**config.mk**
```make
export PLATFORM = sky130hd
export DESIGN_NAME = firebird_ifetch_flat
export DESIGN_NICKNAME = d
export VERILOG_FILES = /design/src/rtl/firebird_ifetch_pkg.sv /design/src/rtl/firebird_ifetch_if.sv /design/src/rtl/firebird_sync_fifo.sv /design/src/rtl/firebird_ifetch.sv /design/src/flat_wrapper.sv
export SDC_FILE = /design/constraint.sdc
export NUM_CORES = 1
export LEC_CHECK = 0
export ABC_CLOCK_PERIOD_IN_PS = 8700
export CAP_MARGIN = 20
export CELL_PAD_IN_SITES_DETAIL_PLACEMENT = 2
export CELL_PAD_IN_SITES_GLOBAL_PLACEMENT = 2
export CORE_MARGIN = 2
export CORE_UTILIZATION = 40
export CTS_CLUSTER_DIAMETER = 30
export CTS_CLUSTER_SIZE = 25
export DETAILED_ROUTE_END_ITERATION = 10
export GPL_ROUTABILITY_DRIVEN = 1
export GPL_TIMING_DRIVEN = 0
export HOLD_SLACK_MARGIN = 0.05
export PLACE_DENSITY = 0.94
export SETUP_SLACK_MARGIN = 0.3
export SLEW_MARGIN = 20
export SYNTH_ARGS = -nofsm -noshare
export SYNTH_HDL_FRONTEND = slang
export SYNTH_HIERARCHICAL = 1
export SYNTH_SLANG_ARGS = --single-unit
export TNS_END_PERCENT = 1
```
**constraint.sdc**
```tcl
create_clock -name clk -period 8.7 [get_ports clk]
set_input_delay 1.74 -clock clk [delete_from_list [all_inputs] [get_ports clk]]
set_output_delay 1.74 -clock clk [all_outputs]
set_load 0.1 [all_outputs]
```
**src/rtl/firebird_ifetch_pkg.sv**
```systemverilog
// Shared constants for the firebird instruction-fetch front end.
//   FIREBIRD_PC_SIZE    : fetch address width
//   FIREBIRD_INST_SIZE  : instruction width
//   FIREBIRD_RESET_ADDR : fetch PC after reset
//   FIREBIRD_PC_STEP    : byte increment between sequential fetches
package firebird_ifetch_pkg;
  localparam int          FIREBIRD_PC_SIZE    = 32;
  localparam int          FIREBIRD_INST_SIZE  = 32;
  localparam logic [31:0] FIREBIRD_RESET_ADDR = 32'h0000_0000;
  localparam int          FIREBIRD_PC_STEP    = 4;
endpackage

```
**src/rtl/firebird_ifetch_if.sv**
```systemverilog
// Bundle of the fetch unit's handshake signals.
//   redirect_*  : retarget request from the back end
//   imem_req_*  : request channel to instruction memory (valid/ready)
//   imem_rsp_*  : in-order response channel, no backpressure
//   inst_*      : instruction channel to decode (valid/ready)
// master = fetch unit side, slave = surrounding core / memory side.
interface firebird_ifetch_if
  import firebird_ifetch_pkg::*;
#(
  parameter int PC_W   = FIREBIRD_PC_SIZE,
  parameter int INST_W = FIREBIRD_INST_SIZE
) ();
  logic              redirect_valid;
  logic [PC_W-1:0]   redirect_address;
  logic              imem_req_valid;
  logic              imem_req_ready;
  logic [PC_W-1:0]   imem_req_address;
  logic              imem_rsp_valid;
  logic [INST_W-1:0] imem_rsp_data;
  logic              inst_valid;
  logic              inst_ready;
  logic [INST_W-1:0] inst_data;
  logic [PC_W-1:0]   inst_address;

  modport master (
    input  redirect_valid, redirect_address, imem_req_ready, imem_rsp_valid,
           imem_rsp_data, inst_ready,
    output imem_req_valid, imem_req_address, inst_valid, inst_data, inst_address
  );

  modport slave (
    output redirect_valid, redirect_address, imem_req_ready, imem_rsp_valid,
           imem_rsp_data, inst_ready,
    input  imem_req_valid, imem_req_address, inst_valid, inst_data, inst_address
  );
endinterface

```
**src/rtl/firebird_sync_fifo.sv**
```systemverilog
// Small synchronous FIFO with flush.
//   clk/rst    : clock, synchronous active-high reset
//   push/push_data, pop : enqueue / dequeue (push when full and pop when
//                         empty are ignored)
//   flush      : drop all entries this cycle (wins over push/pop)
//   rd_data    : head entry (valid when !empty)
//   full/empty/count : occupancy
module firebird_sync_fifo #(
  parameter int WIDTH = 32,
  parameter int DEPTH = 2,
  localparam int AW = (DEPTH > 1) ? $clog2(DEPTH) : 1,
  localparam int CW = $clog2(DEPTH) + 1
) (
  input  logic             clk,
  input  logic             rst,
  input  logic             push,
  input  logic [WIDTH-1:0] push_data,
  input  logic             pop,
  input  logic             flush,
  output logic [WIDTH-1:0] rd_data,
  output logic             full,
  output logic             empty,
  output logic [CW-1:0]    count
);
  logic [WIDTH-1:0] r_mem [DEPTH];
  logic [AW-1:0]    r_rd, r_wr;
  logic [CW-1:0]    r_count;
  logic             w_push, w_pop;

  // DEPTH need not be a power of two, so pointers wrap explicitly.
  function automatic logic [AW-1:0] nxt(input logic [AW-1:0] p);
    return (p == AW'(DEPTH - 1)) ? '0 : p + AW'(1);
  endfunction

  assign full    = (r_count == CW'(DEPTH));
  assign empty   = (r_count == '0);
  assign count   = r_count;
  assign rd_data = r_mem[r_rd];
  assign w_push  = push && !full;
  assign w_pop   = pop && !empty;

  always_ff @(posedge clk) begin
    if (w_push) r_mem[r_wr] <= push_data;
  end

  always_ff @(posedge clk) begin
    if (rst || flush) begin
      r_rd    <= '0;
      r_wr    <= '0;
      r_count <= '0;
    end else begin
      if (w_push) r_wr <= nxt(r_wr);
      if (w_pop)  r_rd <= nxt(r_rd);
      unique case ({w_push, w_pop})
        2'b10:   r_count <= r_count + CW'(1);
        2'b01:   r_count <= r_count - CW'(1);
        default: r_count <= r_count;
      endcase
    end
  end
endmodule

```
**src/rtl/firebird_ifetch.sv**
```systemverilog
// Instruction-fetch front end. Owns the fetch PC, issues word-aligned reads
// under a credit limit of FIFO_DEPTH (in-flight + buffered), matches in-order
// responses to their PCs and hands {pc, inst} to decode. A redirect retargets
// the PC, flushes the buffer and arranges for in-flight stale responses to be
// dropped as they return.
//   clk, fetch_reset : clock, synchronous active-high reset
//   bus (master)     : redirect, imem request/response, decode channels
module firebird_ifetch
  import firebird_ifetch_pkg::*;
#(
  parameter int              PC_W       = FIREBIRD_PC_SIZE,
  parameter int              INST_W     = FIREBIRD_INST_SIZE,
  parameter int              FIFO_DEPTH = 2,
  parameter logic [PC_W-1:0] RESET_ADDR = PC_W'(FIREBIRD_RESET_ADDR)
) (
  input logic              clk,
  input logic              fetch_reset,
  firebird_ifetch_if.master bus
);
  localparam int CW = $clog2(FIFO_DEPTH) + 1;

  logic [PC_W-1:0]        r_fetch_pc;
  logic [CW-1:0]          r_outstanding, r_drop_cnt;

  logic [PC_W-1:0]        w_aq_addr, w_redirect_pc;
  logic                   w_aq_full, w_aq_empty;
  logic [CW-1:0]          w_aq_count, w_buf_count;
  logic [PC_W+INST_W-1:0] w_buf_rd;
  logic                   w_buf_full, w_buf_empty;
  logic [CW:0]            w_occ;
  logic                   w_req_valid, w_req_fire, w_rsp_ok, w_rsp_keep;
  logic                   w_inst_valid, w_inst_pop;

  assign w_redirect_pc = bus.redirect_address & ~PC_W'(3);

  // Stale requests still hold credit until their responses drain.
  assign w_occ       = {1'b0, r_outstanding} + {1'b0, w_buf_count};
  assign w_req_valid = !fetch_reset && !bus.redirect_valid && (w_occ < (CW+1)'(FIFO_DEPTH));
  assign w_req_fire  = w_req_valid && bus.imem_req_ready;
  // A response with nothing outstanding is a protocol error and is ignored.
  assign w_rsp_ok    = bus.imem_rsp_valid && (r_outstanding != '0);
  assign w_rsp_keep  = w_rsp_ok && (r_drop_cnt == '0) && !bus.redirect_valid;
  assign w_inst_valid = !w_buf_empty && !bus.redirect_valid && !fetch_reset;
  assign w_inst_pop   = w_inst_valid && bus.inst_ready;

  assign bus.imem_req_valid   = w_req_valid;
  assign bus.imem_req_address = r_fetch_pc;
  assign bus.inst_valid       = w_inst_valid;
  assign {bus.inst_address, bus.inst_data} = w_buf_rd;

  // In-flight address queue: not flushed on redirect, since stale responses
  // still return and must pop their entries.
  firebird_sync_fifo #(.WIDTH(PC_W), .DEPTH(FIFO_DEPTH)) u_addr_q (
    .clk      (clk),
    .rst      (fetch_reset),
    .push     (w_req_fire),
    .push_data(r_fetch_pc),
    .pop      (w_rsp_ok),
    .flush    (1'b0),
    .rd_data  (w_aq_addr),
    .full     (w_aq_full),
    .empty    (w_aq_empty),
    .count    (w_aq_count)
  );

  firebird_sync_fifo #(.WIDTH(PC_W + INST_W), .DEPTH(FIFO_DEPTH)) u_inst_buf (
    .clk      (clk),
    .rst      (fetch_reset),
    .push     (w_rsp_keep),
    .push_data({w_aq_addr, bus.imem_rsp_data}),
    .pop      (w_inst_pop),
    .flush    (bus.redirect_valid),
    .rd_data  (w_buf_rd),
    .full     (w_buf_full),
    .empty    (w_buf_empty),
    .count    (w_buf_count)
  );

  always_ff @(posedge clk) begin
    if (fetch_reset) begin
      r_fetch_pc    <= RESET_ADDR;
      r_outstanding <= '0;
      r_drop_cnt    <= '0;
    end else begin
      if (bus.redirect_valid)  r_fetch_pc <= w_redirect_pc;
      else if (w_req_fire)     r_fetch_pc <= r_fetch_pc + PC_W'(FIREBIRD_PC_STEP);
      r_outstanding <= r_outstanding + CW'(w_req_fire) - CW'(w_rsp_ok);
      // Everything still in flight after this cycle belongs to the old stream.
      if (bus.redirect_valid)                    r_drop_cnt <= r_outstanding - CW'(w_rsp_ok);
      else if (w_rsp_ok && (r_drop_cnt != '0))   r_drop_cnt <= r_drop_cnt - CW'(1);
    end
  end

  a_rsp_needs_outstanding: assert property (@(posedge clk) disable iff (fetch_reset)
    !(bus.imem_rsp_valid && (r_outstanding == '0)));
  a_buf_no_overflow: assert property (@(posedge clk) disable iff (fetch_reset)
    !(w_rsp_keep && w_buf_full));
  a_aq_no_overflow: assert property (@(posedge clk) disable iff (fetch_reset)
    !(w_req_fire && w_aq_full));
  a_aq_tracks_outstanding: assert property (@(posedge clk) disable iff (fetch_reset)
    (w_aq_count == r_outstanding) && (w_aq_empty == (r_outstanding == '0)));
endmodule

```
**src/flat_wrapper.sv**
```systemverilog
// flat-port wrapper written by rule: the top's interface ports become plain ports
module firebird_ifetch_flat import firebird_ifetch_pkg::*;
#(
  parameter int              PC_W       = FIREBIRD_PC_SIZE,
  parameter int              INST_W     = FIREBIRD_INST_SIZE,
  parameter int              FIFO_DEPTH = 2,
  parameter logic [PC_W-1:0] RESET_ADDR = PC_W'(FIREBIRD_RESET_ADDR)
)
  (clk, fetch_reset, bus_redirect_valid, bus_redirect_address, bus_imem_req_ready, bus_imem_rsp_valid, bus_imem_rsp_data, bus_inst_ready, bus_imem_req_valid, bus_imem_req_address, bus_inst_valid, bus_inst_data, bus_inst_address);
  firebird_ifetch_if #(.PC_W(PC_W), .INST_W(INST_W)) bus_i ();
  input logic clk;
  input logic fetch_reset;
  input wire logic [$bits(bus_i.redirect_valid)-1:0] bus_redirect_valid;
  input wire logic [$bits(bus_i.redirect_address)-1:0] bus_redirect_address;
  input wire logic [$bits(bus_i.imem_req_ready)-1:0] bus_imem_req_ready;
  input wire logic [$bits(bus_i.imem_rsp_valid)-1:0] bus_imem_rsp_valid;
  input wire logic [$bits(bus_i.imem_rsp_data)-1:0] bus_imem_rsp_data;
  input wire logic [$bits(bus_i.inst_ready)-1:0] bus_inst_ready;
  output wire logic [$bits(bus_i.imem_req_valid)-1:0] bus_imem_req_valid;
  output wire logic [$bits(bus_i.imem_req_address)-1:0] bus_imem_req_address;
  output wire logic [$bits(bus_i.inst_valid)-1:0] bus_inst_valid;
  output wire logic [$bits(bus_i.inst_data)-1:0] bus_inst_data;
  output wire logic [$bits(bus_i.inst_address)-1:0] bus_inst_address;
  assign bus_i.redirect_valid = bus_redirect_valid;
  assign bus_i.redirect_address = bus_redirect_address;
  assign bus_i.imem_req_ready = bus_imem_req_ready;
  assign bus_i.imem_rsp_valid = bus_imem_rsp_valid;
  assign bus_i.imem_rsp_data = bus_imem_rsp_data;
  assign bus_i.inst_ready = bus_inst_ready;
  assign bus_imem_req_valid = bus_i.imem_req_valid;
  assign bus_imem_req_address = bus_i.imem_req_address;
  assign bus_inst_valid = bus_i.inst_valid;
  assign bus_inst_data = bus_i.inst_data;
  assign bus_inst_address = bus_i.inst_address;
  firebird_ifetch #(.PC_W(PC_W), .INST_W(INST_W), .FIFO_DEPTH(FIFO_DEPTH), .RESET_ADDR(RESET_ADDR)) u_core (.clk(clk), .fetch_reset(fetch_reset), .bus(bus_i));
endmodule
```
==> results.py <==
metrics = {
    "drt": {
        "drc": 0,
        "ant_nets": 0,
        "routed_wirelength_um": 33300,
        "routed_via_density": 5.58,
        "drt_iter0_drc": 442,
        "drt_first_pass_iters": 5,
        "num_vias": 6681,
        "wl_per_cell_um": 27.8,
    },
    "die": {
        "die_w_um": 158,
        "rows": 56,
        "die_area_um2": 25000,
        "start_util": 0.406,
        "ios": 168,
        "core_area_um2": 23400,
        "die_h_um": 158,
    },
    "worst_setup_path": {
        "crit_path_end": "bus_imem_req_valid",
        "end_kind": "output pin",
        "r2r_slack_ns": 4.75,
        "r2r_start": "u_core/u_inst_buf/count[0]$_SDFFE_PP0P_",
        "critical_path_arrival_ns": 4.55,
        "critPathKind": "primary input to output pin",
        "cp_slowest_stage_delay_ns": 1.20,
        "start_kind": "primary input",
        "crit_path_max_fanout": 10,
        "crit_chain": "clkdlybuf4s50_1 > clkbuf_1 > clkbuf_1 > nor4_1 > clkdlybuf4s50_1",
        "cp.required_ns": 6.96,
        "r2r-end": "u_core/u_addr_q/r_mem[0][8]$_DFFE_PP_",
        "cp_slowest_cell": "clkdlybuf4s50_1",
        "r2r_cells": 8,
        "critPathLaunch": "fetch_reset",
    },
    "global_route": {
        "grt_pass1_vias": 7452,
        "grt_usage": 0.268,
        "gr-total-overflow": 0,
        "antenna_found_initial": 0,
        "grt_max_degree": 39,
        "grt_first_pass_wirelength_um": 48700,
    },
    "timing": {
        "slew_headroom": 0.293,
        "rsz0062_at_grt": "no",
        "fin_ws_ns": 2.41,
        "finalCritPeriodShare": 0.723,
        "setup_viol": 0,
        "fin_skew_ns": 0.0171,
        "fin_setup_tns_ns": 0,
        "maxSlewViolCount": 0,
        "worst_pin_slew_ns": 1.06,
        "clock.fmax_ghz": 0.159,
        "fin_crit_ns": 6.29,
        "finalHoldViolations": 0,
    },
    "place": {
        "globalplace.congestion": 0.789,
        "dp_slack_ns": 2.49,
        "port_buffers": 163,
        "place_hpwl_um": 19800,
    },
    "min_path": {
        "min_from": "u_core/bus.imem_req_address[5]$_SDFFE_PP0P_",
        "worstHoldPathType": "flip-flop to flip-flop",
    },
    "run": {
        "max-cap-violations": 0,
    },
    "clocking": {
        "clkSlewWorstSetupHoldPaths_ns": 0.05,
        "post-cts-setup-buffers": 0,
        "hold_buffers": 0,
        "cts_buffers": 49,
        "cts_htree_levels": 2,
        "ctsResizeCount": 0,
        "clock_tree.root_cell": "clkbuf_16",
        "clockBufferDepth": 3,
        "cts_tree": "yes",
        "clk_latency_ns": 0.54,
        "cts_sinks": 236,
    },
    "synth": {
        "syn_area_per_cell_um2": 15.5,
        "synthesis.area_um2": 9490,
        "synthCells": 614,
        "synth_warnings": 6,
    },
    "layout": {
        "drive_gt1_frac": 0.228,
        "areaGrowthSynthToFinish_pct": 40.1,
        "layout.nets": 915,
    },
    "pwr": {
        "powerDensity_nw_per_um2": 271,
        "ir_drop_v": 0.000142,
        "p_leak_nw": 4.50,
    },
    "run_status": {
        "outcome": "completed",
    },
}
[layer usage]
layer / part of all wire / vias up / GRT usage
met4: 0.030 / 0 / 0.101
met1: 0.39 / 3436 / 0.309
li1: - / 2842 / -
met2: 0.52 / 324 / 0.488
met3: 0.057 / 79 / 0.0547
met5: 0 / - / 0
[worst min path at each step]
stage                                            end  slack [ns]  depth (start not counted)
2_1_floorplan    u_core/u_inst_buf/r_wr$_SDFFE_PP0P_        0.46                          2
3_3_place_gp     u_core/u_inst_buf/r_wr$_SDFFE_PP0P_        0.47                          2
3_5_place_dp     u_core/u_inst_buf/r_wr$_SDFFE_PP0P_        0.49                          2
4_1_cts        u_core/u_addr_q/r_mem[0][5]$_DFFE_PP_        0.52                          0
5_1_grt        u_core/u_addr_q/r_mem[0][5]$_DFFE_PP_        0.53                          0
6_report       u_core/u_addr_q/r_mem[0][5]$_DFFE_PP_        0.53                          0
[placed cells by master (no fill, tap or decap), drive strengths merged, types with 9 or more instances in the layout]
cell,n
clkdlybuf4s50,163
or3,11
nand3,11
buf,19
xnor2,10
or4,9
nor2,27
clkinvlp,10
o21ai,16
nand4,11
dfxtp,44
edfxtp,192
a311oi,11
xor2,9
inv,19
clkinv,12
a211oi,9
nand2,23
mux2,96
clkbuf,77
[sequential cells by signal, summed over array words and instances, names as in the netlist, named ones only]
| register | flops |
|---|---|
| u_core/u_addr_q/r_mem | 64 |
| u_core/r_outstanding | 2 |
| u_core/u_addr_q/count | 2 |
| u_core/r_drop_cnt | 2 |
| u_core/u_inst_buf/r_mem | 128 |
| u_core/u_addr_q/r_rd | 1 |
| u_core/u_inst_buf/count | 2 |
| u_core/u_inst_buf/r_rd | 1 |
| u_core/u_addr_q/r_wr | 1 |
| u_core/bus.imem_req_address | 30 |
| u_core/u_inst_buf/r_wr | 1 |
[critical path, delay by kind of cell]
kind | cells | cell delay [ns]
and+or+nand+nor | 1 | 0.44
buffers and inverters | 4 | 2.36
[stage by stage]
stage / std cells / utilization / hold slack, ns / total power (W) / instance area [µm²]
6_report: 1198 / 0.568 / 0.527 / 0.00361 / 13300
5_1_grt: 1197 / 0.568 / 0.529 / 0.00370 / 13300
4_1_cts: 1197 / 0.568 / 0.522 / 0.00363 / 13300
3_5_place_dp: 1105 / 0.497 / 0.490 / 0.00174 / 11600
3_3_place_gp: 1102 / 0.493 / 0.466 / 0.00172 / 11500
2_1_floorplan: 620 / - / 0.456 / 0.00160 / 9520
[power breakdown]
| group | switching [W] | internal (W) |
|---|---|---|
| sequential | 0.0000406 | 0.00127 |
| clock | 0.000634 | 0.00124 |
| combinational | 0.000306 | 0.000117 |
| total | 0.000980 | 0.00263 |
[final cells by class]
class,count,area [µm²]
inverters,16,62.6
clock inverters,29,295
diodes,1,2.50
plain buffers,30,138
fillers,2109,10100
flip-flops and latches,236,6650
repair buffers,166,1700
well taps,319,399
clock buffers,63,1380
multi-input cells,338,2680
(Power assumes the default switching activity.)
